## config.mk

```make
export PLATFORM = sky130hd
export DESIGN_NAME = uart_tx_engine
export DESIGN_NICKNAME = d
export VERILOG_FILES = /design/src/rtl/uart_pkg.sv /design/src/rtl/uart_bit_timer.sv /design/src/rtl/uart_tx_engine.sv
export SDC_FILE = /design/constraint.sdc
export NUM_CORES = 1
export LEC_CHECK = 0
export ABC_AREA = 1
export BUFFER_PORTS_ARGS = -buffer_cell sky130_fd_sc_hd__buf_2
export CAP_MARGIN = 20
export CORE_MARGIN = 3
export CORE_UTILIZATION = 35
export CTS_CLUSTER_SIZE = 24
export DETAILED_ROUTE_END_ITERATION = 6
export PLACE_DENSITY = 0.6
export SYNTH_ARGS = -nofsm -noshare
export SYNTH_HDL_FRONTEND = slang
export SYNTH_SLANG_ARGS = --single-unit
```

## constraint.sdc

```tcl
create_clock -name clk -period 3.2 [get_ports clk]
set_clock_uncertainty 0.15 [all_clocks]
set_input_delay 0.32 -clock clk [delete_from_list [all_inputs] [get_ports clk]]
set_output_delay 0.32 -clock clk [all_outputs]
set_load 0.03 [all_outputs]
```

## src/rtl/uart_pkg.sv

```systemverilog
// Shared constants, state encoding and bit-time divisor helpers for the UART transmitter.
package uart_pkg;

  localparam int FRAME_BITS = 11;
  localparam int BIT_CNT_W  = 4;
  localparam int DIV_W      = 24;
  localparam int NUM_RATES  = 16;

  // Selects 12..15 alias the fastest rate.
  localparam int unsigned BAUD_RATE [NUM_RATES] = '{
    300, 1200, 2400, 4800, 9600, 19200, 38400, 57600,
    115200, 230400, 460800, 921600, 921600, 921600, 921600, 921600
  };

  typedef enum logic {
    ST_IDLE = 1'b0,
    ST_SEND = 1'b1
  } tx_state_e;

  function automatic logic [DIV_W-1:0] bit_divisor(input longint clk_hz, input longint rate);
    longint q;
    q = (clk_hz + rate / 2) / rate;
    return q[DIV_W-1:0];
  endfunction

  function automatic logic [NUM_RATES*DIV_W-1:0] divisor_table(input longint clk_hz);
    logic [NUM_RATES*DIV_W-1:0] t;
    t = '0;
    for (int i = 0; i < NUM_RATES; i++) begin
      t[i*DIV_W +: DIV_W] = bit_divisor(clk_hz, longint'(BAUD_RATE[i]));
    end
    return t;
  endfunction

endpackage

```

## src/rtl/uart_bit_timer.sv

```systemverilog
// Divisor counter: emits a one-cycle btu_o pulse on the last clock of every bit-time.
module uart_bit_timer
  import uart_pkg::*;
(
  input  logic             clk_i,
  input  logic             rst_i,
  input  logic             clr_i,
  input  logic [DIV_W-1:0] div_i,
  output logic             btu_o
);

  logic [DIV_W-1:0] cnt_q, cnt_d;

  assign btu_o = !clr_i && (cnt_q == (div_i - DIV_W'(1)));

  always_comb begin
    cnt_d = cnt_q + DIV_W'(1);
    if (clr_i || btu_o) begin
      cnt_d = '0;
    end
  end

  always_ff @(posedge clk_i or posedge rst_i) begin
    if (rst_i) begin
      cnt_q <= '0;
    end else begin
      cnt_q <= cnt_d;
    end
  end

endmodule

```

## src/rtl/uart_tx_engine.sv

```systemverilog
// UART transmit engine: 11-bit frames, LSB first, optional parity under UART_TX_PARITY_EN.
// Handshake: load is taken only while txrdy is high; the start bit appears on the following edge.
module uart_tx_engine
  import uart_pkg::*;
#(
  parameter int unsigned CLK_HZ = 100000000
) (
  input  logic       clk,
  input  logic       rst,
  input  logic       load,
  input  logic [7:0] din,
  input  logic [3:0] baud_sel,
  input  logic       eight,
  input  logic       pen,
  input  logic       ohel,
  output logic       tx,
  output logic       txrdy,
  output tx_state_e  state_o
);

  localparam logic [NUM_RATES*DIV_W-1:0] DIV_TABLE = divisor_table(longint'(CLK_HZ));

  tx_state_e            state_q, state_d;
  logic [9:0]           shreg_q, shreg_d;
  logic                 tx_q, tx_d;
  logic [BIT_CNT_W-1:0] bit_cnt_q, bit_cnt_d;
  logic [3:0]           baud_q, baud_d;
  logic [DIV_W-1:0]     div;
  logic                 btu;
  logic                 pen_eff;
  logic                 par_bit;
  logic                 bit8;
  logic                 bit9;

  assign div     = DIV_TABLE[int'(baud_q)*DIV_W +: DIV_W];
  assign tx      = tx_q;
  assign txrdy   = (state_q == ST_IDLE);
  assign state_o = state_q;

`ifdef UART_TX_PARITY_EN
  assign pen_eff = pen;
  assign par_bit = (^(din & (eight ? 8'hFF : 8'h7F))) ^ ohel;
`else
  logic cfg_unused;
  assign cfg_unused = pen ^ ohel;
  assign pen_eff    = 1'b0;
  assign par_bit    = 1'b1;
`endif

  assign bit8 = eight ? din[7] : (pen_eff ? par_bit : 1'b1);
  assign bit9 = (eight && pen_eff) ? par_bit : 1'b1;

  uart_bit_timer u_bit_timer (
    .clk_i (clk),
    .rst_i (rst),
    .clr_i (state_q != ST_SEND),
    .div_i (div),
    .btu_o (btu)
  );

  always_comb begin
    state_d   = state_q;
    shreg_d   = shreg_q;
    tx_d      = tx_q;
    bit_cnt_d = bit_cnt_q;
    baud_d    = baud_q;
    case (state_q)
      ST_IDLE: begin
        bit_cnt_d = '0;
        tx_d      = 1'b1;
        if (load) begin
          state_d = ST_SEND;
          baud_d  = baud_sel;
          // Everything after the start bit, stop bit in the MSB.
          shreg_d = {1'b1, bit9, bit8, din[6:0]};
          tx_d    = 1'b0;
        end
      end
      ST_SEND: begin
        if (btu) begin
          if (bit_cnt_q == BIT_CNT_W'(FRAME_BITS - 1)) begin
            state_d   = ST_IDLE;
            tx_d      = 1'b1;
            bit_cnt_d = '0;
            shreg_d   = '1;
          end else begin
            tx_d      = shreg_q[0];
            shreg_d   = {1'b1, shreg_q[9:1]};
            bit_cnt_d = bit_cnt_q + BIT_CNT_W'(1);
          end
        end
      end
      default: state_d = ST_IDLE;
    endcase
  end

  always_ff @(posedge clk or posedge rst) begin
    if (rst) begin
      state_q   <= ST_IDLE;
      shreg_q   <= '1;
      tx_q      <= 1'b1;
      bit_cnt_q <= '0;
      baud_q    <= '0;
    end else begin
      state_q   <= state_d;
      shreg_q   <= shreg_d;
      tx_q      <= tx_d;
      bit_cnt_q <= bit_cnt_d;
      baud_q    <= baud_d;
    end
  end

endmodule

```

Word-level counts from Yosys, hierarchy flattened

Cells that the tools add are included.

Bits in registers: 44
Input bits: 18
Output and inout port bits: 3

Reduce and logical (&&, ||, !) cells: 4
Equal/unequal tests: 4
Shifts and indexed selects: 1
Muxes and demuxes: 17
$mul: 1
Bitwise gates (word level): 1
Add/sub/neg operators: 3

Operators with widths:

| cell                                                                            | number |
|---|---|
| 384-bit by 10-bit indexed part select with 24-bit output (first input constant) | 1 |
| 24-bit by 1-bit adder with 24-bit output (second input constant)                | 1 |
| 24-bit equality test                                                            | 1 |
| 24-bit 2-to-1 mux                                                               | 1 |
| 24-bit by 1-bit subtractor with 24-bit output (second input constant)           | 1 |
| 10-bit 2-to-1 mux                                                               | 2 |
| 10-bit one-hot mux with 2 select lines                                          | 1 |
| 9-bit 2-to-1 mux                                                                | 1 |
| 4-bit 2-to-1 mux                                                                | 2 |
| 4-bit one-hot mux with 2 select lines                                           | 1 |
| 1-bit 2-to-1 mux                                                                | 7 |
| 4-bit by 2-bit multiplier with 6-bit output (second input constant)             | 1 |
| 4-bit by 1-bit adder with 4-bit output (second input constant)                  | 1 |
| 4-bit equality test (second input constant)                                     | 1 |
| 1-bit one-hot mux with 2 select lines                                           | 2 |
| 2-bit AND reduction                                                             | 2 |
| 2-bit by 1-bit != test with 1-bit output (second input constant)                | 1 |
| 2-bit != test (second input constant)                                           | 1 |
| 1-bit logical AND                                                               | 1 |
| 1-bit logical OR                                                                | 1 |
| 1-bit inverter                                                                  | 1 |

Depth between registers and ports, before layout

Gate-level depths: netlist (run 1).

Depth in word-level cells: 7
Depth in mapped cells: 19
Depth with buffers taken out: 17

By module

A second synthesis (run 1) with hierarchy kept.

Cells, all modules: 587
Area, all modules: 3883.7 µm²

By module, submodules not included:

| module         | instances | area an instance (µm²) | sequential area each (µm²) | cells an instance |
|---|---|---|---|---|
| uart_bit_timer | 1         | 2563.7                 | 600.6                      | 416 |
| uart_tx_engine | 1         | 1320.0                 | 461.7                      | 171 |

Worst setup path before layout (run 1)

Ideal clock, no wire load.

Path type: register to register
From: reg baud_q[1]
To: reg u_bit_timer.cnt_q[13]
Setup slack: 0.763 ns
Cell stages (with the launch flop): 15
Path buffers: 2
Arrival: 2.167 ns
Path through: dfrtp_1 inv_1 ha_1 nand3b_1 nand2_1 ha_1 xnor2_1 a21oi_1 nand3_1 nor2_1 nand4_1 nand2_2 buf_6 buf_8 nor2_1

Longest elaborated chain between the ends: 7

RTL lines:

| element                                                  | RTL line              | text |
|---|---|---|
| start, declared                                          | uart_tx_engine.sv:27  | `logic [3:0] baud_q, baud_d;` |
| start signal, assigned                                   | uart_tx_engine.sv:109 | `baud_q <= baud_d;` |
| 4-bit by 2-bit multiplier with 6-bit output              | uart_tx_engine.sv:35  | `assign div = DIV_TABLE[int'(baud_q)*DIV_W +: DIV_W];` |
| 384-bit by 10-bit indexed part select with 24-bit output | uart_tx_engine.sv:35  |  |
| 24-bit by 1-bit subtractor with 24-bit output            | uart_bit_timer.sv:14  | `assign btu_o = !clr_i && (cnt_q == (div_i - DIV_W'(1)));` |
| 24-bit equality test                                     | uart_bit_timer.sv:14  |  |
| 1-bit logical AND                                        | uart_bit_timer.sv:14  |  |
| 1-bit logical OR                                         | uart_bit_timer.sv:18  | `if (clr_i \|\| btu_o) begin` |
| 24-bit 2-to-1 mux                                        | uart_bit_timer.sv:18  |  |
| named net u_bit_timer.cnt_d[13]                          | uart_bit_timer.sv:12  | `logic [DIV_W-1:0] cnt_q, cnt_d;` |
| end signal, assigned                                     | uart_bit_timer.sv:27  | `cnt_q <= cnt_d;` |
| end, declared                                            | uart_bit_timer.sv:12  |  |

The timed path passes the listed nets, and every way through them passes these cells.
A chain may end at the register's enable or synchronous reset.

Worst setup path in the final report (run 1)

From: reg baud_q[1]
To: reg bit_cnt_q[2]

Longest elaborated chain between the ends: 6

RTL lines:

| element                                                   | RTL line              | text |
|---|---|---|
| 4-bit by 2-bit multiplier with 6-bit output               | uart_tx_engine.sv:35  |  |
| 384-bit by 10-bit indexed part select with 24-bit output  | uart_tx_engine.sv:35  |  |
| 24-bit by 1-bit subtractor with 24-bit output             | uart_bit_timer.sv:14  |  |
| 24-bit equality test                                      | uart_bit_timer.sv:14  |  |
| 1-bit logical AND                                         | uart_bit_timer.sv:14  |  |
| 2-bit by 1-bit != test with 1-bit output (no source line) | --                    |  |
| end signal, assigned                                      | uart_tx_engine.sv:108 | `bit_cnt_q <= bit_cnt_d;` |
| end, declared                                             | uart_tx_engine.sv:26  | `logic [BIT_CNT_W-1:0] bit_cnt_q, bit_cnt_d;` |

Every way passes these cells.

==> results of run 1 <==
critical path, delay by kind of cell, from the launching register on:
kind            cells  cell delay (ps)
buf+inv             3              450
xor+xnor            1              120
flops               1              480
fa+ha+maj           2              500
simple gates        8              940
compound gates      1              130
state kept, by name, indices dropped and copies added (netlist names):
name	flops
u_bit_timer.cnt_q	24
shreg_q	8
baud_q	4
bit_cnt_q	4
state_o	1
tx	1
power by group through the flow:
stage	sequential [W]	clock, W	combinational (W)
2_1_floorplan	0.000541	0	0.00000800
3_3_place_gp	0.000541	0	0.0000213
3_5_place_dp	0.000541	0	0.0000216
4_1_cts	0.000531	0.000371	0.0000226
5_1_grt	0.000531	0.000393	0.0000249
6_report	0.000531	0.000352	0.0000212
cell type report:
cell class                 count  share of cell area, %
multi-input combinational    290                   49.4
sequential                    42                   35.6
timing repair buffer          23                   4.36
tap                           99                   4.15
inverter                      28                   3.52
clock buffer                   8                   3.02
routing by layer:
metal / wire length [um] / vias up / GRT usage [%]
met4: 59 / 0 / 4.45
met1: 2760 / 1063 / 18.3
li1: - / 1227 / -
met3: 187 / 5 / 2.47
met5: 0 / - / 0
met2: 2810 / 37 / 24.9
worst min-delay path by stage:
stage                           start                     to  slack (ps)
after global placement            rst  u_bit_timer.cnt_q[22]         210
after CTS                 baud_sel[3]              baud_q[3]         140
after floorplan            shreg_q[0]             shreg_q[0]         290
after detailed placement          rst  u_bit_timer.cnt_q[19]         210
after global routing      baud_sel[2]              baud_q[2]         150
final                     baud_sel[2]              baud_q[2]         140
through the flow:
stage          power, W  util, %  worst slack (ps)  hold WS, ps  instance area, um2
2_1_floorplan  0.000549        -               763          294                2730
3_3_place_gp   0.000562     38.9               370          209                2890
3_5_place_dp   0.000563     38.9               337          213                2890
4_1_cts        0.000924     40.3               330          139                2990
5_1_grt        0.000949     40.3              63.8          152                2990
6_report       0.000904     40.3               313          140                2990
synth_stat cells (all sizes together):
master and instances:
nor2 68, nor4 2, nand3 33, o31ai 1, o211ai 2, dfstp 9, xnor3 1, nand4 3
or2 2, xnor2 13, dfrtp 33, a21oi 18, nand2 97, inv 28, and3 2, ha 10
o21ai 9, nand3b 2, buf 10, xor2 11, nor3 16
logic make-up (layout without fill, tap and decap cells):
logic type,after synthesis,after routing,share of synthesized area (%)
AO/OA/AOI/OAI,30,30,5.77
XOR/XNOR,25,25,8.52
adder cells (fa/ha/maj),10,10,4.58
buffers and inverters,38,59,7.19
flip-flops,42,42,38.9
AND/OR/NAND/NOR,225,225,35.1
timing repair:
item / 4_1_cts / 5_1_grt
hold endpoints to repair: 17 / 0
endpoints found under the setup margin: 0 / 0
hold buffers: 1 / 0
==> metrics.cfg, run 1 <==
[critical_path]
endpoint = bit_cnt_q[2]
critPathLaunch = baud_q[1]
required_ps = 3240
reg2reg_from = baud_q[1]
path_cells = inv_1, ha_1, nand3b_1, nand2_1, ha_1, xnor2_1, a21oi_1, nand3_1, nor2_1, nand4_1, nand2_2, buf_4, inv_2, nand2_1, nand2_1
arrival_ps = 2920
reg2reg_slack_ps = 310
timing.critical_path.mode_cell = nand2_1
worstSetupPathType = reg -> reg
max_stage_delay_ps = 480
worstSetupEndpointType = register
cp_slowest_cell = dfrtp_1
crit_fanout = 13
r2r.worst_path.cells = 15
crit_path_start_kind = register
r2r_end = bit_cnt_q[2]

[synth]
syn-cell-area_um2 = 2730
synth_seq_area_share_pct = 38.9
synth-seq-cells = 42
synth.top_cells.by_area = dfrtp_1, nand2_1, nor2_1, dfstp_2, nand3_1
syn_area_per_cell_um2 = 7.39
synth_fp_nets = 398
synth_cells = 370
synth.distinct_cells = 32
synth_top_area_share_pct = 30.2
synth_area_leader_cell = dfrtp_1
yosys_warnings = 0

[sta]
fin_crit_ps = 2890
rsz0062_at_grt = false
slew_viol_final = 0
worst_slew_pin_slew_ps = 645
finalHoldViolCount = 0
tns_ps = 0
slew-limit-headroom_pct = 56.7
fin_crit_sh_pct = 90.2
max_freq_mhz = 346
setup_viol = 0

[layout]
multi_input_area_um2 = 1470
layout.nets = 418
drive_gt1_share_pct = 12.0
most-common-layout-cells = nand2_1, nor2_1, dfrtp_1
antennaDiodeCount = 0
fill_cells = 780
seq_area_um2 = 1060
final_common_cell = nand2_1
fin_cells = 490
area_delta_synth_final_pct = 9.25

[global_routing]
grt_usage_pct = 14.4
grt_max_degree = 26
overflow = 0
grt_pass1_vias = 2283
antenna_found_initial = 0
grt_pass1_wl_mm = 10.3

[detailed_routing]
drt-initial-drc-count = 68
route.detailed.drc = 0
routedWlPerCell_um = 11.9
vias = 2332
drt_first_pass_iters = 4
wirelength_mm = 5.82
ant_nets = 0
via_per_inst = 4.76

[place]
io_buffers = 18
gp_congestion = 0.856
dpl.cell_count = 481
dp_hpwl_mm = 4.45

[run_status]
status = complete, no violations

[clocking]
cts_setup_buffers = 0
ctsResizeCount = 0
htree_levels = 2
clkTransAtPathRegs_ps = 70
numCtsBuffers = 5
clockRootBuffer = clkbuf_8
cts_tree = yes
cts_sinks = 42
cts.path.max_buffers = 2
clock_latency_ps = 290

[floorplan]
die_w_um = 94.4
rows = 31
die-area_um2 = 8900
die_h_um = 94.4
coreArea_um2 = 7410
start_util_pct = 36.9
io_pins = 21

[pwr]
power_frac_seq_pct = 58.7
p_int_w = 0.000715
p_switching_w = 0.000189
pwr-share-clk_pct = 38.9
p_leak_nw = 1.43
p_sw_share_pct = 20.9
pwr-share-comb_pct = 2.3
vdd_drop_max_mv = 0.175
power_density_nw_per_um2 = 303

[min_path]
whs_path_depth = 3
hold_path_class = in -> reg

[flow_run]
cap_violations = 0

No activity file was read; power rests on OpenSTA's default activity.
==> run 2: changes to the inputs <==
--- a/config.mk
+++ b/config.mk
@@ -9,10 +9,11 @@
 export BUFFER_PORTS_ARGS = -buffer_cell sky130_fd_sc_hd__buf_2
 export CAP_MARGIN = 20
 export CORE_MARGIN = 3
-export CORE_UTILIZATION = 35
+export CORE_UTILIZATION = 45
+export CTS_BUF_LIST = sky130_fd_sc_hd__clkbuf_8
 export CTS_CLUSTER_SIZE = 24
 export DETAILED_ROUTE_END_ITERATION = 6
-export PLACE_DENSITY = 0.6
+export PLACE_DENSITY = 0.72
 export SYNTH_ARGS = -nofsm -noshare
 export SYNTH_HDL_FRONTEND = slang
 export SYNTH_SLANG_ARGS = --single-unit
==> metrics.cfg, run 2 (synthesis gave the netlist of run 1 again) <==
[place]
dp_hpwl_mm = 4.14  ; -7.0%
io_buffers = 18  ; unchanged
post-place-ws_ps = 181  ; -156 ps
gp_congestion = 0.858  ; +0.16%

[sta]
max_freq_mhz = 341  ; -1.7%
slew-limit-headroom_pct = 65.1  ; +8.3 points
worst_slew_pin_slew_ps = 524  ; -121 ps
fin_crit_ps = 2940  ; +48.5 ps
whs_ps = -13.7  ; -154 ps
finalWorstSetupSlack_ps = 264  ; -48.5 ps
finalHoldViolCount = 33  ; +33
setup_viol = 0  ; unchanged
fin_crit_sh_pct = 91.7  ; +1.5 points
slew_viol_final = 0  ; unchanged

[clocking]
htree_levels = 2  ; unchanged
numCtsBuffers = 5  ; unchanged
ctsResizeCount = 0  ; unchanged
clockRootBuffer = clkbuf_8
cts_sinks = 42  ; unchanged
clkTransAtPathRegs_ps = 90  ; +20 ps
clock_latency_ps = 300  ; about the same
cts_tree = yes
cts.path.max_buffers = 2  ; unchanged
hold_buffers = 0  ; -1
cts_setup_buffers = 0  ; unchanged

[critical_path]
cp_slowest_cell = dfrtp_1
crit_path_start_kind = register
worstSetupEndpointType = register
critPathLaunch = baud_q[0]
worstSetupPathType = reg -> reg
crit_fanout = 22  ; +9
max_stage_delay_ps = 440  ; -40 ps
r2r_end = shreg_q[5]
required_ps = 3290  ; +50 ps
path_cells = inv_1, ha_1, nand3b_1, nand2_1, ha_1, xnor2_1, a21oi_1, nand3_1, nor2_1, nand4_1, nand2_4, buf_6, nand3_1, nand2_1
reg2reg_from = baud_q[0]
r2r.worst_path.cells = 14  ; -1
arrival_ps = 3030  ; +110 ps
reg2reg_slack_ps = 260  ; -50 ps

[detailed_routing]
routedWlPerCell_um = 12.0  ; +1.0%
route.detailed.drc = 0  ; unchanged
ant_nets = 0  ; unchanged
drt_first_pass_iters = 4  ; unchanged
vias = 2325  ; -0.30%
drt-initial-drc-count = 71  ; +4.4%
wirelength_mm = 5.55  ; -4.7%
via_per_inst = 5.03  ; +5.7%

[layout]
fill_cells = 566  ; -27%
area_delta_synth_final_pct = 8.24
antennaDiodeCount = 0  ; unchanged
largest_registers = u_bit_timer.cnt_q (24), shreg_q (8)
layout.nets = 417  ; -0.24%
most-common-layout-cells = nand2_1, nor2_1, dfrtp_1
final_common_cell = nand2_1
largest_reg_flops = 24  ; unchanged
top_register = u_bit_timer.cnt_q
drive_gt1_share_pct = 13.1  ; +1.1 points

[pwr]
pwr-share-clk_pct = 39.8  ; +0.9 points
power_frac_seq_pct = 58.0  ; -0.7 points
p_int_w = 0.000712  ; -0.48%
p_sw_share_pct = 22.2  ; +1.3 points
p_switching_w = 0.000203  ; +7.5%
pwr-share-comb_pct = 2.2  ; about the same
p_leak_nw = 1.43  ; about the same
vdd_drop_max_mv = 0.244  ; +39%
power_density_nw_per_um2 = 309  ; +2.1%

[min_path]
hold_path_class = in -> async

[floorplan]
die-area_um2 = 7040  ; -21%
rows = 27  ; -13%
coreArea_um2 = 5680  ; -23%
start_util_pct = 48.1  ; +11 points
die_h_um = 83.9  ; -11%
die_w_um = 83.9  ; -11%
io_pins = 21  ; unchanged

[run_status]
violations = hold timing
status = complete, but fails checks

[global_routing]
grt_usage_pct = 16.5  ; +2.1 points
antenna_found_initial = 0  ; unchanged
grt_pass1_wl_mm = 9.67  ; -6.0%
grt_max_degree = 43  ; +65%
grt_pass1_vias = 2241  ; -1.8%
overflow = 0  ; unchanged

[flow_run]
cap_violations = 0  ; unchanged

[run 2: area by class of cell]
type | count | area, um2 | area share, %
clock buffer | 6 | 82.6 | 2.79
clock inverter | 2 | 12.5 | 0.423
tap | 72 | 90.1 | 3.05
inverter | 28 | 105 | 3.55
sequential | 42 | 1060 | 35.9
multi-input combinational | 290 | 1480 | 50.1
timing repair buffer | 22 | 124 | 4.19
[run 2: layer usage]
layer | wire length, um | vias up | GRT usage, %
met2 | 2680 | 31 | 29.1
li1 | - | 1223 | -
met5 | 0 | - | 0
met1 | 2620 | 1063 | 20.2
met3 | 157 | 8 | 2.86
met4 | 90 | 0 | 5.99
[run 2: worst max-delay path: cells and delay by family, from the launching register on]
kind	cells	cell delay, ps
compound gates	1	130
xor+xnor	1	130
fa+ha+maj	2	580
buf+inv	2	420
flops	1	440
simple gates	8	1020
[run 2: power by group through the flow]
stage	Sequential, W	Clock [W]	Combinational, W
final	0.000531	0.000364	0.0000199
after floorplan	0.000541	0	0.00000800
after global placement	0.000541	0	0.0000208
after CTS	0.000531	0.000377	0.0000211
after detailed placement	0.000541	0	0.0000212
after global routing	0.000531	0.000396	0.0000237
[run 2: how the worst max path moves through the flow]
stage,endpoint,slack (ps),cells after the start
CTS,shreg_q[5],150,14
floorplan,u_bit_timer.cnt_q[13],760,14
global route,shreg_q[4],-20,14
global placement,shreg_q[5],260,14
finish,shreg_q[5],260,14
detailed placement,shreg_q[3],180,14
[run 2: per-stage QoR]
stage / util (%) / TNS (ps) / std cells / total power (W) / cell area [um2]
final: 52.1 / 0 / 462 / 0.000915 / 2960
after global routing: 52.1 / -47.7 / 462 / 0.000951 / 2960
after CTS: 51.9 / 0 / 462 / 0.000929 / 2950
after detailed placement: 50.2 / 0 / 454 / 0.000562 / 2850
after global placement: 50.2 / 0 / 454 / 0.000562 / 2850
after floorplan: - / 0 / 370 / 0.000549 / 2730
